==> config.mk <==
export PLATFORM = sky130hd
export DESIGN_NAME = gen2_cmd_decoder
export DESIGN_NICKNAME = d
export VERILOG_FILES = /design/src/rtl/gen2_cmd_pkg.sv /design/src/rtl/gen2_cmd_decoder_crc16.sv /design/src/rtl/gen2_cmd_decoder.sv
export SDC_FILE = /design/constraint.sdc
export NUM_CORES = 1
export LEC_CHECK = 0
export CORE_MARGIN = 2
export CORE_UTILIZATION = 55
export CTS_CLUSTER_SIZE = 10
export DETAILED_ROUTE_END_ITERATION = 12
export GPL_TIMING_DRIVEN = 1
export HOLD_SLACK_MARGIN = 0.02
export PLACE_DENSITY = 0.88
export SYNTH_ARGS = -nofsm -noshare
export SYNTH_HDL_FRONTEND = slang
export SYNTH_SLANG_ARGS = --single-unit
==> constraint.sdc <==
create_clock -name clk -period 2.91 [get_ports clk]
set_clock_uncertainty 0.1 [all_clocks]
set_input_delay 0.7275 -clock clk [delete_from_list [all_inputs] [get_ports clk]]
set_output_delay 0.7275 -clock clk [all_outputs]
set_load 0.05 [all_outputs]
==> src/rtl/gen2_cmd_pkg.sv <==
// Shared types and constants for the Gen2 command decoder: command codes, FSM states,
// per-command bit lengths, CRC presets/polynomials/residues and the opcode prefix decoder.
package gen2_cmd_pkg;

  typedef enum logic [3:0] {
    CMD_NONE     = 4'd0,
    CMD_QUERYREP = 4'd1,
    CMD_ACK      = 4'd2,
    CMD_QUERY    = 4'd3,
    CMD_QUERYADJ = 4'd4,
    CMD_SELECT   = 4'd5,
    CMD_NAK      = 4'd6,
    CMD_REQRN    = 4'd7,
    CMD_READ     = 4'd8,
    CMD_WRITE    = 4'd9,
    CMD_UNKNOWN  = 4'd15
  } cmd_e;

  typedef enum logic [1:0] {
    ST_IDLE     = 2'd0,
    ST_OPCODE   = 2'd1,
    ST_PAYLOAD  = 2'd2,
    ST_WAIT_EOP = 2'd3
  } state_e;

  localparam logic [7:0] LEN_VAR      = 8'd0;
  localparam logic [7:0] LEN_QUERYREP = 8'd4;
  localparam logic [7:0] LEN_ACK      = 8'd18;
  localparam logic [7:0] LEN_QUERY    = 8'd22;
  localparam logic [7:0] LEN_QUERYADJ = 8'd9;
  localparam logic [7:0] LEN_NAK      = 8'd8;
  localparam logic [7:0] LEN_REQRN    = 8'd40;
  localparam logic [7:0] VAR_MIN_LEN  = 8'd24;

  localparam logic [4:0]  CRC5_PRESET   = 5'b01001;
  localparam logic [4:0]  CRC5_POLY     = 5'b01001;
  localparam logic [4:0]  CRC5_RESIDUE  = 5'b00000;
  localparam logic [15:0] CRC16_PRESET  = 16'hFFFF;
  localparam logic [15:0] CRC16_POLY    = 16'h1021;
  localparam logic [15:0] CRC16_RESIDUE = 16'h1D0F;

  // LEN_VAR marks the eop-terminated commands
  function automatic logic [7:0] cmd_len(input cmd_e c);
    case (c)
      CMD_QUERYREP: return LEN_QUERYREP;
      CMD_ACK:      return LEN_ACK;
      CMD_QUERY:    return LEN_QUERY;
      CMD_QUERYADJ: return LEN_QUERYADJ;
      CMD_NAK:      return LEN_NAK;
      CMD_REQRN:    return LEN_REQRN;
      default:      return LEN_VAR;
    endcase
  endfunction

  function automatic logic uses_crc16(input cmd_e c);
    return (c == CMD_SELECT) || (c == CMD_REQRN) || (c == CMD_READ) || (c == CMD_WRITE);
  endfunction

  // b holds the newest bits (newest in bit 0), n the bit count including the newest bit
  function automatic cmd_e decode_opcode(input logic [7:0] b, input logic [3:0] n);
    cmd_e c;
    c = CMD_NONE;
    case (n)
      4'd2: if (!b[1]) c = b[0] ? CMD_ACK : CMD_QUERYREP;
      4'd4: begin
        case (b[3:0])
          4'b1000: c = CMD_QUERY;
          4'b1001: c = CMD_QUERYADJ;
          4'b1010: c = CMD_SELECT;
          4'b1100: c = CMD_NONE;
          default: c = CMD_UNKNOWN;
        endcase
      end
      4'd8: begin
        case (b)
          8'hC0:   c = CMD_NAK;
          8'hC1:   c = CMD_REQRN;
          8'hC2:   c = CMD_READ;
          8'hC3:   c = CMD_WRITE;
          default: c = CMD_UNKNOWN;
        endcase
      end
      default: c = CMD_NONE;
    endcase
    return c;
  endfunction

endpackage

==> src/rtl/gen2_cmd_decoder_crc16.sv <==
// Bit-serial CRC16 (poly 0x1021, MSB-first); preset wins over shift; one bit per enabled cycle.
// Result is registered: crc reflects all bits shifted up to the previous clock edge.
module crc16_serial
  import gen2_cmd_pkg::*;
(
  input  logic        clk,
  input  logic        reset,
  input  logic        preset,
  input  logic        shift_en,
  input  logic        din,
  output logic [15:0] crc
);

  logic [15:0] r_crc;
  logic        w_fb;

  assign w_fb = r_crc[15] ^ din;
  assign crc  = r_crc;

  always_ff @(posedge clk) begin
    if (reset || preset) begin
      r_crc <= CRC16_PRESET;
    end else if (shift_en) begin
      r_crc <= {r_crc[14:0], 1'b0} ^ (w_fb ? CRC16_POLY : 16'h0000);
    end
  end

endmodule

==> src/rtl/gen2_cmd_decoder.sv <==
// Gen2 command decoder: opcode decode, bit counting, CRC5/CRC16 check from the PIE bit stream.
// cmd_valid/cmd_err pulse the cycle after the deciding event; no backpressure, every bit is consumed.
module gen2_cmd_decoder
  import gen2_cmd_pkg::*;
#(
  parameter int PAYLOAD_W = 32,
  parameter int CNT_W     = 9
)
(
  input  logic                 clk,
  input  logic                 reset,
  input  logic                 bitin,
  input  logic                 bitclk,
  input  logic                 preamble,
  input  logic                 eop,
  output logic                 cmd_valid,
  output logic [3:0]           cmd_code,
  output logic                 crc_ok,
  output logic                 cmd_err,
  output logic [PAYLOAD_W-1:0] payload,
  output logic [CNT_W-1:0]     bitcount
);

  localparam logic [CNT_W-1:0] CNT_MAX = '1;

  logic                 r_bitclk_d, r_preamble_d, r_eop_d;
  logic                 w_bit_ev, w_sof_ev, w_eop_ev;
  state_e               r_state, w_state_nxt;
  cmd_e                 r_cmd_code, w_code_nxt, w_dec, w_cmd_cur;
  logic [PAYLOAD_W-1:0] r_payload, w_pay_nxt;
  logic [CNT_W-1:0]     r_bitcount, w_cnt_nxt;
  logic [4:0]           r_crc5;
  logic                 w_crc5_fb;
  logic [15:0]          w_crc16;
  logic                 r_cmd_valid, r_cmd_err, r_eop_pend;
  logic                 w_valid_nxt, w_err_nxt, w_pend_nxt, w_shift;
  logic                 w_rx, w_eop_now, w_crc_good;

  assign w_bit_ev = bitclk & ~r_bitclk_d;
  assign w_sof_ev = preamble & ~r_preamble_d;
  assign w_eop_ev = eop & ~r_eop_d;

  assign w_rx      = (r_state == ST_OPCODE) || (r_state == ST_PAYLOAD);
  // an eop arriving with a bit is deferred one cycle so the decision sees that bit
  assign w_eop_now = r_eop_pend | (w_eop_ev & ~(w_bit_ev & w_rx));
  assign w_pay_nxt = {r_payload[PAYLOAD_W-2:0], bitin};
  assign w_cnt_nxt = (r_bitcount == CNT_MAX) ? r_bitcount : r_bitcount + 1'b1;
  assign w_dec     = decode_opcode(w_pay_nxt[7:0], w_cnt_nxt[3:0]);
  assign w_cmd_cur = (r_state == ST_OPCODE) ? w_dec : r_cmd_code;
  assign w_crc5_fb = r_crc5[4] ^ bitin;

  always_comb begin
    w_state_nxt = r_state;
    w_code_nxt  = r_cmd_code;
    w_shift     = 1'b0;
    w_valid_nxt = 1'b0;
    w_err_nxt   = 1'b0;
    w_pend_nxt  = 1'b0;
    if (w_sof_ev) begin
      w_code_nxt  = CMD_NONE;
      w_state_nxt = ST_OPCODE;
    end else if (w_eop_now && (r_state != ST_IDLE)) begin
      w_state_nxt = ST_IDLE;
      if (r_state == ST_OPCODE) begin
        w_err_nxt = 1'b1;
      end else if (r_state == ST_PAYLOAD) begin
        if ((cmd_len(r_cmd_code) != LEN_VAR) || (r_bitcount < CNT_W'(VAR_MIN_LEN)))
          w_err_nxt = 1'b1;
        else
          w_valid_nxt = 1'b1;
      end
    end else if (w_bit_ev && w_rx) begin
      w_shift    = 1'b1;
      w_pend_nxt = w_eop_ev;
      if (w_cmd_cur == CMD_UNKNOWN) begin
        w_err_nxt   = 1'b1;
        w_code_nxt  = CMD_UNKNOWN;
        w_state_nxt = ST_WAIT_EOP;
      end else if (w_cmd_cur != CMD_NONE) begin
        w_code_nxt  = w_cmd_cur;
        w_state_nxt = ST_PAYLOAD;
        if ((cmd_len(w_cmd_cur) != LEN_VAR) && (w_cnt_nxt == CNT_W'(cmd_len(w_cmd_cur)))) begin
          w_valid_nxt = 1'b1;
          w_state_nxt = ST_WAIT_EOP;
        end else if (w_cnt_nxt == CNT_MAX) begin
          w_err_nxt   = 1'b1;
          w_state_nxt = ST_WAIT_EOP;
        end
      end
    end
  end

  always_ff @(posedge clk) begin
    if (reset) begin
      r_state     <= ST_IDLE;
      r_cmd_code  <= CMD_NONE;
      r_cmd_valid <= 1'b0;
      r_cmd_err   <= 1'b0;
      r_eop_pend  <= 1'b0;
    end else begin
      r_state     <= w_state_nxt;
      r_cmd_code  <= w_code_nxt;
      r_cmd_valid <= w_valid_nxt;
      r_cmd_err   <= w_err_nxt;
      r_eop_pend  <= w_pend_nxt;
    end
  end

  always_ff @(posedge clk) begin
    if (reset) begin
      r_bitclk_d   <= 1'b0;
      r_preamble_d <= 1'b0;
      r_eop_d      <= 1'b0;
      r_payload    <= '0;
      r_bitcount   <= '0;
      r_crc5       <= CRC5_PRESET;
    end else begin
      r_bitclk_d   <= bitclk;
      r_preamble_d <= preamble;
      r_eop_d      <= eop;
      if (w_sof_ev) begin
        r_payload  <= '0;
        r_bitcount <= '0;
        r_crc5     <= CRC5_PRESET;
      end else if (w_shift) begin
        r_payload  <= w_pay_nxt;
        r_bitcount <= w_cnt_nxt;
        r_crc5     <= {r_crc5[3:0], 1'b0} ^ (w_crc5_fb ? CRC5_POLY : 5'd0);
      end
    end
  end

  crc16_serial u_crc16 (
    .clk      (clk),
    .reset    (reset),
    .preset   (w_sof_ev),
    .shift_en (w_shift),
    .din      (bitin),
    .crc      (w_crc16)
  );

  always_comb begin
    w_crc_good = 1'b1;
    if (r_cmd_code == CMD_QUERY)
      w_crc_good = (r_crc5 == CRC5_RESIDUE);
    else if (uses_crc16(r_cmd_code))
      w_crc_good = (w_crc16 == CRC16_RESIDUE);
  end

  assign cmd_valid = r_cmd_valid;
  assign cmd_err   = r_cmd_err;
  assign cmd_code  = r_cmd_code;
  assign crc_ok    = r_cmd_valid & w_crc_good;
  assign payload   = r_payload;
  assign bitcount  = r_bitcount;

endmodule

==> results of run 1 <==
-- sequential cells by signal, summed over array words and instances, names as in the netlist --
| register | flops |
|---|---|
| bitcount | 9 |
| cmd_code | 4 |
| r_bitclk_d | 1 |
| cmd_valid | 1 |
| cmd_err | 1 |
| u_crc16.crc | 16 |
| r_crc5 | 5 |
| r_eop_d | 1 |
| r_state | 2 |
| payload | 32 |
| r_preamble_d | 1 |
| r_eop_pend | 1 |
-- worst register-to-register path, cell delays in order, from the launching register on --
cell      delay, ns
dfxtp_2        0.33
ha_2           0.44
or4b_1         0.47
o22ai_2        0.16
nand3b_1       0.11
o211ai_2       0.14
a21oi_1        0.15
o32a_1         0.39
o221a_1        0.26
o22ai_1        0.14
-- metrics by stage --
stage	power (mW)	util (%)
2_1_floorplan	1.14	-
3_3_place_gp	1.19	67.3
3_5_place_dp	1.19	67.3
4_1_cts	2.12	70.8
5_1_grt	2.18	71.4
6_report	2.12	71.4
-- synthesized netlist by cell type (3+ instances only) --
cell       count
a211oi_1       5
a21oi_1       51
a221o_1       15
a22oi_1        3
a31oi_1        5
and2_1         3
and3_1         4
buf_2          6
buf_6          5
clkbuf_1      18
dfxtp_1       74
ha_1           4
inv_1          8
nand2_1       90
nand2b_1       4
nand3_1       11
nand4_1        7
nand4b_1       3
nor2_1        29
nor2b_1        7
nor3_1         4
o2111ai_1      4
o21ai_0       11
or2_2          3
or4_1          3
xnor2_1        8
xor2_1         5
-- power breakdown --
group | switching [mW] | internal [mW]
Sequential | 0.0104 | 1.02
Clock | 0.430 | 0.519
Combinational | 0.0849 | 0.0511
-- cell type report --
| cell class | count | area, um^2 | area share, % |
|---|---|---|---|
| sequential | 74 | 1490 | 30.8 |
| tap | 80 | 100 | 2.08 |
| timing repair buffer | 80 | 768 | 15.9 |
| clock buffer | 10 | 138 | 2.85 |
| inverter | 10 | 40.0 | 0.831 |
| clock inverter | 6 | 97.6 | 2.02 |
| multi-input combinational | 340 | 2190 | 45.4 |
-- path summary, 6_finish.rpt --
path / startpoint / cells past startpoint / slack, ns / end
hold reg to reg: payload[31] / 2 / 0.36 / payload[31]
hold / removal: payload[31] / 2 / 0.36 / payload[31]
setup reg to reg: bitcount[1] / 9 / 0.12 / r_state[0]
setup / recovery: bitcount[1] / 9 / 0.12 / r_state[0]
-- logic make-up after synthesis --
group,Yosys count
AOI/OAI and AO/OA,134
and+or+nand+nor,184
DFF,74
muxes,3
adders and majority gates,4
xor gates and xnor gates,15
buffers and inverters,41
-- what timing repair did --
item                       in CTS  in global routing
gates resized for setup         1                  7
cloned                          0                  0
setup buffers                   0                  0
setup endpoints to repair       2                  3
pin swaps                       1                  2
-- metal layers --
metal	global-route usage, %	wire (um)	vias up
li1	-	-	1773
met1	38.9	4670	1747
met2	42.0	4820	145
met3	7.30	677	30
met4	13.3	335	0
met5	0	0	-
==> run_results.csv, run 1 <==
group,metric,value,unit
placed_design,dp_hpwl,7.15,mm
synth,synth_ff_type,"dfxtp_1",
route,routedWlPerCell,17.5,um
synth,synthSimpleGateAreaFrac,23.2,%
synth,ys_async_sr_fraction,0,%
clock_network,clk_latency,0.36,ns
route,drt_wl_total,10.5,mm
global_route,first_global_vias,3488,
die,core.rowCount,30,
die,io_pins,54,
sta,setup_viol,0,
clock_network,cts_tree,"done",
sta,hold_viol,0,
finish,syn_to_final_growth,25.8,%
sta,rsz0062_at_grt,"false",
setup_path,worst-path-buf-inv,0,
clock_network,cts_hold_buf,0,
die,die_y,87.5,um
die,chipWidth,87.5,um
route,drt-initial-drc-count,328,
die,start_util,56.7,%
placed_design,port_buffers,53,
finish,fin_cells,600,
sta,layout_setup_ws,0.124,ns
finish,n_antenna_cell,0,
setup_path,cp.required,3.09,ns
worst_hold_path,hold_class,"reg2reg",
synth,synth_compound_area_share,26.7,%
route,first_pass_iters,4,
setup_path,cpPeakStageDelay,0.47,ns
synth,synthCells,455,
setup_path,cpMaxStageDelayCell,"or4b_1",
clock_network,root_buffer,"clkbuf_8",
synth,synth_edf_count,0,
clock_network,cts-htree-levels,3,
route,ant_nets,0,
route,drc_errors,0,
global_route,grt_pass1_wl,17.2,mm
synth,yosys-top-cells-area,"dfxtp_1 (39%), nand2_1 (8.8%), a21oi_1 (6.7%), a221o_1 (3.9%), nor2_1 (2.8%)",
finish,fillers,509,
setup_path,cp-end-kind,"flip-flop",
setup_path,critPathTopFamily,"compound AO/OA/AOI/OAI gates",
synth,synth_top_family_by_area,"compound AO/OA/AOI/OAI gates",
setup_path,cp.arrival,2.97,ns
sta,fmax,359,MHz
pwr,power_leakage,1.64,nW
clock_network,cts_buffers,9,
synth,yosysUniqueCellTypes,80,
synth,muxShareOfSynthArea,0.947,%
run,max_cap_violations,0,
setup_path,critical_path_class,"reg2reg",
clock_network,clockBufferDepth,2,
synth,synth-xor-area-share,3.82,%
placed_design,gp_congestion,0.960,
global_route,grt_overflow,0,
finish,final_cell_mix,"nand2_1 (90), dfxtp_1 (70), clkdlybuf4s50_1 (52), a21oi_1 (51), nor2_1 (28)",
placed_design,place_ws,-0.163,ns
finish,drive_gt1_share,16.2,%
pwr,powerDensity,440,nW/um^2
die,dieArea,7650,um^2
synth,yosys.area.top_type,"dfxtp_1",
synth,ys_warn_count,0,
setup_path,path_max_fanout,9,
sta,hold_slack,0.356,ns
synth,ys_seq_area_share,38.7,%
synth,synth_fa_ha_area_share,1.31,%
setup_path,crit_path_start_kind,"flip-flop",
global_route,grtUsageTotal,28.5,%
die,core,6760,um^2
placed_design,post_dp_cell_area,4550,um^2
route,via_count,3695,
sta,period_needed,2.79,ns
sta,finalSetupTns,0,ns
clock_network,path_clk_slew,0.09,ns
synth,ys_ff_latch,74,
run_status,status,"completed",
global_route,antenna_found_initial,0,
sta,tightestPinTransition,0.655,ns
synth,synth_top_cell_area_share,38.7,%
synth,synth_area,3830,um^2
sta,relSlewSlack,56.3,%
route,vias_per_cell,6.16,
setup_path,crit_path_cell_trace,"ha_2 -> or4b_1 -> o22ai_2 -> nand3b_1 -> o211ai_2 -> a21oi_1 -> o32a_1 -> o221a_1 -> o22ai_1",
synth,synth.avg_cell_area,8.42,um^2
sta,period_share,95.7,%
finish,final_cell_area,4820,um^2
placed_design,dpl.cell_count,584,
finish,layout_commonest_cell,"nand2_1",
pwr,vdd_drop_max,0.436,mV
finish,fin_nets,525,
global_route,grt_max_degree,40,
clock_network,clock_sinks,74,
sta,drv_slew,0,
synth,syn_nets,465,
Power figures use the tool's default switching activity.
==> run 2, diff against run 1 <==
- CAP_MARGIN: default -> 20
- PLACE_DENSITY: 0.88 -> 0.82
==> run 2 against run 1 <==
Compared with the run above:
- hold slack better by 0.0072 ns
- sequential power is essentially flat
- first-iteration DRC count is 13% lower
- global-route usage is 1.5 points lower
- sequential cell count unchanged
- final area shrank 1.3%
- power fell by 11%
- cell count rose by 0.17%
- critical endpoint is now crc_ok
- largest cell class unchanged
==> run_results.csv, run 2 (synthesis gave the netlist of run 1 again) <==
group,metric,value,unit
placed_design,dpl.cell_count,585,
setup_path,critical_path_class,"reg2out",
clock_network,path_clk_slew,0.08,ns
route,via_count,3649,
clock_network,cts-htree-levels,3,
die,dieArea,7650,um^2
global_route,first_global_vias,3377,
route,routedWlPerCell,16.7,um
route,drt-initial-drc-count,285,
placed_design,port_buffers,53,
clock_network,cts_hold_buf,0,
sta,tightestPinTransition,0.535,ns
clock_network,clk_latency,0.35,ns
placed_design,dp_hpwl,7.11,mm
sta,hold_viol,0,
finish,seq_area,1490,um^2
setup_path,path_max_fanout,3,
pwr,vdd_drop_max,0.389,mV
sta,fmax,352,MHz
clock_network,cts_tree,"done",
setup_path,worst-path-buf-inv,1,
die,chipWidth,87.5,um
route,first_pass_iters,5,
finish,layout_commonest_cell,"nand2_1",
clock_network,clock_sinks,74,
worst_hold_path,hold_class,"reg2reg",
finish,drive_gt1_share,16.3,%
clock_network,root_buffer,"clkbuf_8",
sta,relSlewSlack,64.3,%
route,vias_per_cell,6.07,
die,core,6760,um^2
placed_design,gp_congestion,0.920,
sta,period_share,97.5,%
global_route,grt_max_degree,56,
setup_path,crit_cells,4,
finish,multi_input_area,2200,um^2
die,core.rowCount,30,
setup_path,cp.required,2.08,ns
sta,rsz0062_at_grt,"false",
run_status,status,"completed",
global_route,grt_pass1_wl,16.4,mm
route,ant_nets,0,
route,drc_errors,0,
clock_network,post-cts-setup-buffers,0,
global_route,antenna_found_initial,0,
clock_network,cts_buffers,9,
sta,period_needed,2.84,ns
global_route,grtUsageTotal,27.0,%
setup_path,cp-end-kind,"output port",
finish,n_antenna_cell,0,
finish,largest_register_ff_count,32,
finish,utilization,70.4,%
route,drt_wl_total,10.1,mm
clock_network,clockBufferDepth,2,
die,start_util,56.7,%
pwr,powerDensity,394,nW/um^2
setup_path,crit_path_start_kind,"flip-flop",
worst_hold_path,hold_depth,2,
sta,drv_slew,0,
finish,fin_nets,526,
setup_path,r2r.worst_path.cells,9,
finish,fillers,565,
pwr,power_leakage,1.61,nW
finish,fin_cells,601,
setup_path,critPathTopFamily,"simple AND/OR/NAND/NOR gates",
die,io_pins,54,
run,max_cap_violations,0,
die,die_y,87.5,um
finish,syn_to_final_growth,24.2,%
setup_path,crit_path_cell_trace,"or4b_2 -> o41ai_2 -> and3_4 -> buf_12",
setup_path,cpMaxStageDelayCell,"or4b_2",
setup_path,cp.arrival,2.01,ns
setup_path,cpPeakStageDelay,0.68,ns
sta,setup_viol,0,
global_route,grt_overflow,0,
finish,final_cell_mix,"nand2_1 (90), dfxtp_1 (70), a21oi_1 (51), clkdlybuf4s50_1 (51)",
==> run 2: cell count changes in the layout (fill, tap and decap cells not counted), sizes merged <==
cell	before	now
buf	28	30
bufinv	2	0
clkbuf	10	11
clkdlybuf4s50	52	51
clkinv	2	3
clkinvlp	0	1
inv	12	11
==> run 2: repair_timing <==
action,4_1_cts,5_1_grt
pin swaps,2,1
endpoints found under the setup margin,1,4
gates resized for setup,1,8
==> run 2: layout make-up <==
cell class                 count  share of cell area (%)
clock inverter                 5                   0.815
inverter                      10                   0.841
timing repair buffer          81                    16.0
multi-input combinational    340                    46.3
tap                           80                    2.10
clock buffer                  11                    2.76
sequential                    74                    31.2
==> run 2: metal layers <==
layer	part of all wire, %	vias to the layer above	track usage (%)	wire [um]
met1	45	1720	37.0	4530
met4	1.1	0	6.15	112
met2	47	146	42.8	4720
met5	0	-	0	0
met3	6.9	14	7.01	695
li1	-	1769	-	-
==> run 2: final timing paths <==
kind	start	end	slack [ns]
worst min-delay path	payload[31]	payload[31]	0.36
worst min register to register	payload[31]	payload[31]	0.36
worst max register to register	bitcount[0]	r_state[0]	0.17
worst max-delay path	u_crc16.crc[5]	crc_ok	0.07
==> run 2: power breakdown <==
part           internal, mW  switching, mW  leakage [nW]
Clock                 0.315          0.396        0.0839
Combinational        0.0474         0.0839         0.923
Sequential             1.02        0.00999         0.601
==> run 2: worst reg2reg max path, stage by stage, from the launching register on <==
cell and delay (ns):
dfxtp_2 0.36, buf_4 0.20, nand2_4 0.12, mux2_4 0.33, a221oi_4 0.45, o41ai_4 0.19, or4_1 0.49, o21ai_1 0.14
o22ai_1 0.12, o22ai_1 0.14
==> run 2: stage by stage <==
| step | power (mW) | hold WS (ns) | setup TNS (ns) | instance area, um^2 | setup slack, ns |
|---|---|---|---|---|---|
| CTS | 1.89 | 0.368 | 0 | 4720 | 0.0285 |
| finish | 1.88 | 0.364 | 0 | 4760 | 0.0714 |
| detailed placement | 1.19 | 0.357 | -0.409 | 4540 | -0.166 |
| global route | 1.94 | 0.377 | 0 | 4760 | 0.00347 |
| floorplan | 1.14 | 0.340 | 0 | 3830 | 0.133 |
| global placement | 1.18 | 0.344 | -0.212 | 4540 | -0.120 |
